==> config.mk <==
export PLATFORM = sky130hd
export DESIGN_NAME = matching_pursuit_sweep_flat
export DESIGN_NICKNAME = d
export VERILOG_FILES = /design/src/rtl/matching_pursuit_sweep_if.sv /design/src/rtl/matching_pursuit_sweep.sv /design/src/flat_wrapper.sv
export SDC_FILE = /design/constraint.sdc
export NUM_CORES = 2
export LEC_CHECK = 0
export ABC_AREA = 1
export CAP_MARGIN = 20
export CORE_AREA = 4 4 371 446
export DETAILED_ROUTE_END_ITERATION = 8
export DIE_AREA = 0 0 375 450
export GPL_ROUTABILITY_DRIVEN = 0
export SYNTH_ARGS = -nofsm -noshare
export SYNTH_HDL_FRONTEND = slang
export SYNTH_SLANG_ARGS = --single-unit
==> constraint.sdc <==
create_clock -name clock -period 2.7 [get_ports clock]
set_input_delay 0.54 -clock clock [delete_from_list [all_inputs] [get_ports clock]]
set_output_delay 0.54 -clock clock [all_outputs]
set_load 0.02 [all_outputs]
==> src/rtl/matching_pursuit_sweep_if.sv <==
// Start/done handshake and RAM read bus of the matching-pursuit correlation sweep.
// master = sweep engine, slave = controller and RAM side.
interface matching_pursuit_sweep_if #(
   parameter int DICT_ADDR_WIDTH = 4,
   parameter int SIG_ADDR_WIDTH  = 2,
   parameter int IDX_WIDTH       = 2
);
   // start is a request sampled only while idle (no ready: busy=1 means it is dropped);
   // done is a one-cycle valid for best_index/best_corr, which hold until the next final compare.
   logic                       start;
   logic                       done;
   logic                       busy;
   logic [DICT_ADDR_WIDTH-1:0] dict_read_addr;
   logic [31:0]                dict_read_data;
   logic [SIG_ADDR_WIDTH-1:0]  res_read_addr;
   logic [31:0]                res_read_data;
   logic [IDX_WIDTH-1:0]       best_index;
   logic [31:0]                best_corr;

   modport master (
      input  start, dict_read_data, res_read_data,
      output done, busy, dict_read_addr, res_read_addr, best_index, best_corr
   );

   modport slave (
      output start, dict_read_data, res_read_data,
      input  done, busy, dict_read_addr, res_read_addr, best_index, best_corr
   );
endinterface

==> src/rtl/matching_pursuit_sweep.sv <==
// Correlation sweep: c_j = <r, phi_j> over all columns, reports argmax |c_j| and its signed value.
// Define MP_SWEEP_SATURATE_EN to saturate the 64->32 bit column narrowing instead of wrapping.
module matching_pursuit_sweep #(
   parameter int M               = 4,
   parameter int N               = 4,
   parameter int DICT_ADDR_WIDTH = 4,
   parameter int SIG_ADDR_WIDTH  = 2,
   parameter int IDX_WIDTH       = 2,
   parameter int FRAC_BITS       = 16
) (
   input  logic                     clock,
   input  logic                     resetN,
   matching_pursuit_sweep_if.master bus,
   output logic [1:0]               dbg_state
);

   localparam logic [1:0] S_IDLE   = 2'd0;
   localparam logic [1:0] S_RUN    = 2'd1;
   localparam logic [1:0] S_FLUSH  = 2'd2;
   localparam logic [1:0] S_FINISH = 2'd3;

   localparam logic [SIG_ADDR_WIDTH-1:0] I_LAST = SIG_ADDR_WIDTH'(M - 1);
   localparam logic [IDX_WIDTH-1:0]      J_LAST = IDX_WIDTH'(N - 1);

   typedef struct packed {
      logic                 vld;
      logic                 first;
      logic                 last;
      logic [IDX_WIDTH-1:0] col;
   } tag_t;

   logic [1:0]                 state_q, state_d;
   logic [1:0]                 flush_q, flush_d;
   logic [SIG_ADDR_WIDTH-1:0]  i_q, i_d;
   logic [IDX_WIDTH-1:0]       j_q, j_d;
   logic [DICT_ADDR_WIDTH-1:0] k_q, k_d;
   logic [DICT_ADDR_WIDTH-1:0] dict_addr_q, dict_addr_d;
   logic [SIG_ADDR_WIDTH-1:0]  res_addr_q, res_addr_d;
   logic                       busy_q, busy_d;
   logic                       done_q, done_d;

   tag_t                       a_tag_q, a_tag_d;
   tag_t                       b_tag_q, c_tag_q, d_tag_q;
   logic signed [63:0]         prod_q, prod_d;
   logic signed [63:0]         acc_q, acc_d;
   logic signed [63:0]         dict_ext, res_ext;

   logic [IDX_WIDTH-1:0]       best_index_q, best_index_d;
   logic [31:0]                best_corr_q, best_corr_d;
   logic [32:0]                max_q, max_d;
   logic [31:0]                corr;
   logic [32:0]                corr_ext, corr_mag;

   // Issue side: one (i, j) address pair per RUN cycle, column-major dictionary walk.
   always_comb begin
      state_d     = state_q;
      flush_d     = flush_q;
      i_d         = i_q;
      j_d         = j_q;
      k_d         = k_q;
      dict_addr_d = dict_addr_q;
      res_addr_d  = res_addr_q;
      done_d      = 1'b0;
      case (state_q)
         S_IDLE: begin
            if (bus.start) begin
               state_d = S_RUN;
               i_d     = '0;
               j_d     = '0;
               k_d     = '0;
            end
         end
         S_RUN: begin
            dict_addr_d = k_q;
            res_addr_d  = i_q;
            k_d         = k_q + DICT_ADDR_WIDTH'(1);
            if (i_q == I_LAST) begin
               i_d = '0;
               if (j_q == J_LAST) begin
                  state_d = S_FLUSH;
                  flush_d = '0;
               end else begin
                  j_d = j_q + IDX_WIDTH'(1);
               end
            end else begin
               i_d = i_q + SIG_ADDR_WIDTH'(1);
            end
         end
         S_FLUSH: begin
            flush_d = flush_q + 2'd1;
            if (flush_q == 2'd2) state_d = S_FINISH;
         end
         S_FINISH: begin
            state_d = S_IDLE;
            done_d  = 1'b1;
         end
         default: state_d = S_IDLE;
      endcase
      busy_d = (state_d != S_IDLE);

      a_tag_d.vld   = (state_q == S_RUN);
      a_tag_d.first = (i_q == '0);
      a_tag_d.last  = (i_q == I_LAST);
      a_tag_d.col   = j_q;
   end

   // Datapath: tags travel alongside the RAM read, the registered product and the accumulator.
   always_comb begin
      dict_ext = {{32{bus.dict_read_data[31]}}, bus.dict_read_data};
      res_ext  = {{32{bus.res_read_data[31]}}, bus.res_read_data};
      prod_d   = dict_ext * res_ext;

      acc_d = acc_q;
      if (c_tag_q.vld) begin
         acc_d = (c_tag_q.first ? 64'sd0 : acc_q) + (prod_q >>> FRAC_BITS);
      end
   end

`ifdef MP_SWEEP_SATURATE_EN
   localparam logic signed [63:0] ACC_MAX = 64'sh0000_0000_7FFF_FFFF;
   localparam logic signed [63:0] ACC_MIN = 64'shFFFF_FFFF_8000_0000;

   always_comb begin
      if (acc_q > ACC_MAX)      corr = 32'h7FFF_FFFF;
      else if (acc_q < ACC_MIN) corr = 32'h8000_0000;
      else                      corr = acc_q[31:0];
   end
`else
   always_comb begin
      corr = acc_q[31:0];
   end
`endif

   // Magnitude in 33 bits so that -2^31 maps to 2^31 without overflow.
   always_comb begin
      corr_ext     = {corr[31], corr};
      corr_mag     = corr[31] ? (~corr_ext + 33'd1) : corr_ext;
      best_index_d = best_index_q;
      best_corr_d  = best_corr_q;
      max_d        = max_q;
      if (state_q == S_IDLE && bus.start) max_d = '0;
      if (d_tag_q.vld && d_tag_q.last && (d_tag_q.col == '0 || corr_mag > max_q)) begin
         best_index_d = d_tag_q.col;
         best_corr_d  = corr;
         max_d        = corr_mag;
      end
   end

   always_ff @(posedge clock or negedge resetN) begin
      if (!resetN) begin
         state_q      <= S_IDLE;
         flush_q      <= '0;
         i_q          <= '0;
         j_q          <= '0;
         k_q          <= '0;
         dict_addr_q  <= '0;
         res_addr_q   <= '0;
         busy_q       <= 1'b0;
         done_q       <= 1'b0;
         a_tag_q      <= '0;
         b_tag_q      <= '0;
         c_tag_q      <= '0;
         d_tag_q      <= '0;
         prod_q       <= '0;
         acc_q        <= '0;
         best_index_q <= '0;
         best_corr_q  <= '0;
         max_q        <= '0;
      end else begin
         state_q      <= state_d;
         flush_q      <= flush_d;
         i_q          <= i_d;
         j_q          <= j_d;
         k_q          <= k_d;
         dict_addr_q  <= dict_addr_d;
         res_addr_q   <= res_addr_d;
         busy_q       <= busy_d;
         done_q       <= done_d;
         a_tag_q      <= a_tag_d;
         b_tag_q      <= a_tag_q;
         c_tag_q      <= b_tag_q;
         d_tag_q      <= c_tag_q;
         prod_q       <= prod_d;
         acc_q        <= acc_d;
         best_index_q <= best_index_d;
         best_corr_q  <= best_corr_d;
         max_q        <= max_d;
      end
   end

   assign bus.done           = done_q;
   assign bus.busy           = busy_q;
   assign bus.dict_read_addr = dict_addr_q;
   assign bus.res_read_addr  = res_addr_q;
   assign bus.best_index     = best_index_q;
   assign bus.best_corr      = best_corr_q;
   assign dbg_state          = state_q;

endmodule

==> src/flat_wrapper.sv <==
// flat-port wrapper written by rule: the top's interface ports become plain ports
module matching_pursuit_sweep_flat 
#(
   parameter int M               = 4,
   parameter int N               = 4,
   parameter int DICT_ADDR_WIDTH = 4,
   parameter int SIG_ADDR_WIDTH  = 2,
   parameter int IDX_WIDTH       = 2,
   parameter int FRAC_BITS       = 16
)
  (clock, resetN, dbg_state, bus_start, bus_dict_read_data, bus_res_read_data, bus_done, bus_busy, bus_dict_read_addr, bus_res_read_addr, bus_best_index, bus_best_corr);
  matching_pursuit_sweep_if #(.DICT_ADDR_WIDTH(DICT_ADDR_WIDTH), .SIG_ADDR_WIDTH(SIG_ADDR_WIDTH), .IDX_WIDTH(IDX_WIDTH)) bus_i ();
  input  logic clock;
  input  logic resetN;
  output logic [1:0] dbg_state;
  input wire logic [$bits(bus_i.start)-1:0] bus_start;
  input wire logic [$bits(bus_i.dict_read_data)-1:0] bus_dict_read_data;
  input wire logic [$bits(bus_i.res_read_data)-1:0] bus_res_read_data;
  output wire logic [$bits(bus_i.done)-1:0] bus_done;
  output wire logic [$bits(bus_i.busy)-1:0] bus_busy;
  output wire logic [$bits(bus_i.dict_read_addr)-1:0] bus_dict_read_addr;
  output wire logic [$bits(bus_i.res_read_addr)-1:0] bus_res_read_addr;
  output wire logic [$bits(bus_i.best_index)-1:0] bus_best_index;
  output wire logic [$bits(bus_i.best_corr)-1:0] bus_best_corr;
  assign bus_i.start = bus_start;
  assign bus_i.dict_read_data = bus_dict_read_data;
  assign bus_i.res_read_data = bus_res_read_data;
  assign bus_done = bus_i.done;
  assign bus_busy = bus_i.busy;
  assign bus_dict_read_addr = bus_i.dict_read_addr;
  assign bus_res_read_addr = bus_i.res_read_addr;
  assign bus_best_index = bus_i.best_index;
  assign bus_best_corr = bus_i.best_corr;
  matching_pursuit_sweep #(.M(M), .N(N), .DICT_ADDR_WIDTH(DICT_ADDR_WIDTH), .SIG_ADDR_WIDTH(SIG_ADDR_WIDTH), .IDX_WIDTH(IDX_WIDTH), .FRAC_BITS(FRAC_BITS)) u_core (.clock(clock), .resetN(resetN), .bus(bus_i), .dbg_state(dbg_state));
endmodule
==> run metrics <==
top cells by count, synth=1479 x inv_1, 1322 x nand2_1, 839 x fa_1; final worst-path setup slack=-3.83 ns; cell area after layout=0.0568 mm2; TritonCTS clock tree=built; Final TNS setup=-154.66 ns; vias per cell=4.50; largest cells by area after synthesis=fa_1 42%, inv_1 14%, nand2_1 12%, dfrtp_1 11%, ha_1 7.3%; Synth Warn #=0; Syn Nets=6252; worst setup path class=in -> reg; Clock Skew=0.0177 ns; Site Rows=161; Pre-antenna DRT Iters=8; Area after DPL=0.0488 mm2; Die Y=450 um; Yosys reg bits=170; core area=0.161 mm2; post-synth cell types=52; Clock Latency Late Sink=0.44 ns; DRT iter0 DRCs=2456; GRT overflow=0; worst rel slew slack=0.520; Initial Util=0.249; vias in the first global route=39200; hold_ws=0.0826 ns; crit path DAT=6.85 ns; Max Fclk=153 MHz; failing checks=negative setup slack; CTS max path bufs=2; Worst-Margin Slew=0.719 ns; top-count cell post-synth=inv_1; GR Util All Layers=0.172; mapped cell area=0.0400 mm2; synthesis-to-layout area growth=41.9%; EDFF count, synth=0; CP Launch Type=input port; Yosys top cell area share=0.420; outcome=finished with violations; RSZ-0062 raised after global routing=yes; Seq/Total Area, Yosys=0.106; final-stage net count=7014; Final ANT Viol Nets=0; initial antenna violation count=1; post-DP HPWL=102000 um; H-tree Lvls=4; Root Buffer=clkbuf_16; ratio of final minimum period to clock period=2.42; routed vias=36000; HP Class=in -> async; final wirelength=146000 um; endpoints failing setup=99; Worst EP required=3.02 ns; Final Critical Period=6.53 ns; global-route wire length before repair=224000 um; Yosys top cell by area=fa_1; clock sink count=170; n_diodes=0; layout cells sized above 1=0.293; Avg Cell Area, Syn=7.83 um2; DR WL/cell=18.2 um; clk slew on worst S/H paths=0.08 ns; Mapped Cells=5113; DIE WIDTH=375 um; max-slew violation count=0; drt drc=0; total die area=0.169 mm2; CTS buffer count=17; largest net degree at the start of global routing=64; Ports=111; Synth async-reset ratio=1.00; CP max FO=5; Hold Fails Final Rpt=0; hold_buf cts=0; # port buffers=110; Main synth FF type=dfrtp_1; crit path capture type=register; max-capacitance violation count=0
## final cells by class
class | count | area, um2
clock inverters | 13 | 171
well taps | 2119 | 2650
fillers | 16000 | 104000
inverters | 1491 | 5630
clock buffers | 19 | 453
multi-input cells | 3240 | 32800
repair buffers | 955 | 10900
flip-flops and latches | 170 | 4260
## layout by cell type, fill, tap and decap left out, types with 19 or more instances in the layout
cell type	Yosys	layout
inv_1	1479	1356
inv_2	8	125
buf_8	0	43
o21ai_0	94	62
nand2_1	1322	1149
nand2_2	5	115
nor2_1	190	119
buf_6	3	109
nand3_2	6	55
o21ai_1	46	22
nand3_1	173	120
ha_1	233	181
clkbuf_16	0	23
xnor2_1	22	19
buf_4	2	548
xor2_1	56	44
nand4_1	20	20
buf_12	0	123
nor2_2	6	34
fa_1	839	731
ha_4	0	48
a21oi_2	2	31
fa_2	0	108
bufbuf_16	0	22
dfrtp_1	170	169
o21ai_2	7	57
clkdlybuf4s50_1	0	45
nor2_4	2	45
nand2_4	1	60
buf_16	0	35
a21oi_1	94	47
## critical path, stage by stage
cell	delay [ns]
buf_12	0.11
buf_12	0.13
buf_12	0.13
buf_4	0.14
buf_4	0.14
nand2_1	0.07
inv_1	0.07
fa_1	0.50
inv_1	0.05
fa_1	0.38
inv_1	0.12
fa_1	0.45
fa_1	0.50
fa_2	0.62
fa_1	0.45
fa_1	0.49
fa_1	0.60
ha_4	0.23
a21o_1	0.20
a31oi_4	0.20
o21ai_2	0.11
nand2_1	0.10
nand3_2	0.12
a21oi_2	0.14
nand2_2	0.09
xor2_2	0.15
## metal layers
metal	vias to the layer above	global-route usage	routed length, um
li1	16200	-	-
met1	17900	0.192	52800
met2	1437	0.299	70700
met3	558	0.0346	10500
met4	0	0.109	11800
met5	-	0	0
## timing repair
action	4_1_cts	5_1_grt
pin swaps	354	298
hold endpoints to repair	0	0
resized for setup	932	400
setup endpoints to repair	108	119
buffers inserted	201	73
gates cloned	68	6
## kinds of logic (layout without fill, tap and decap cells)
group,count (synthesis),count (layout),share of synthesized area
xor gates and xnor gates,79,79,0.0175
and+or+nand+nor,1774,1774,0.178
buffers and inverters,1703,2478,0.161
adders and majority gates,1072,1072,0.492
DFF,170,170,0.106
AOI/OAI and AO/OA,314,314,0.0441
other,1,1,0.0000937
## registers in the layout, indices dropped and copies added, names as in the netlist, 4 cells and up
register,count
u_core.max_q,33
u_core.acc_q,32
u_core.bus.best_corr,32
u_core.prod_q,32
u_core.a_tag_q,5
u_core.b_tag_q,5
u_core.c_tag_q,5
u_core.bus.dict_read_addr,4
u_core.d_tag_q,4
u_core.k_q,4
## stage by stage
stage | instances | setup WS, ns | utilization
after CTS | 7951 | -3.74 | 0.344
after global placement | 7653 | -4.69 | 0.304
after floorplan | 5113 | -3.87 | -
after global routing | 8007 | -3.98 | 0.354
after detailed placement | 7653 | -4.78 | 0.304
final | 8007 | -3.83 | 0.354
## worst paths after layout
kind / slack [ns] / startpoint / to / cells past startpoint
min: 0.08 / resetN / u_core.bus.dict_read_addr[0] / 1
min reg2reg: 0.35 / u_core.a_tag_q[0] / u_core.b_tag_q[0] / 0
max in group asynchronous: 1.90 / resetN / u_core.max_q[25] / 2
max reg2reg: -0.64 / u_core.acc_q[0] / u_core.max_q[0] / 25
max: -3.83 / bus_dict_read_data[13] / u_core.prod_q[44] / 26
min in group clock: 0.35 / u_core.a_tag_q[0] / u_core.b_tag_q[0] / 0
Power is left out: the tool's default activity adds up to more than one toggle a clock period on the data nets, which glitch-free logic cannot reach.
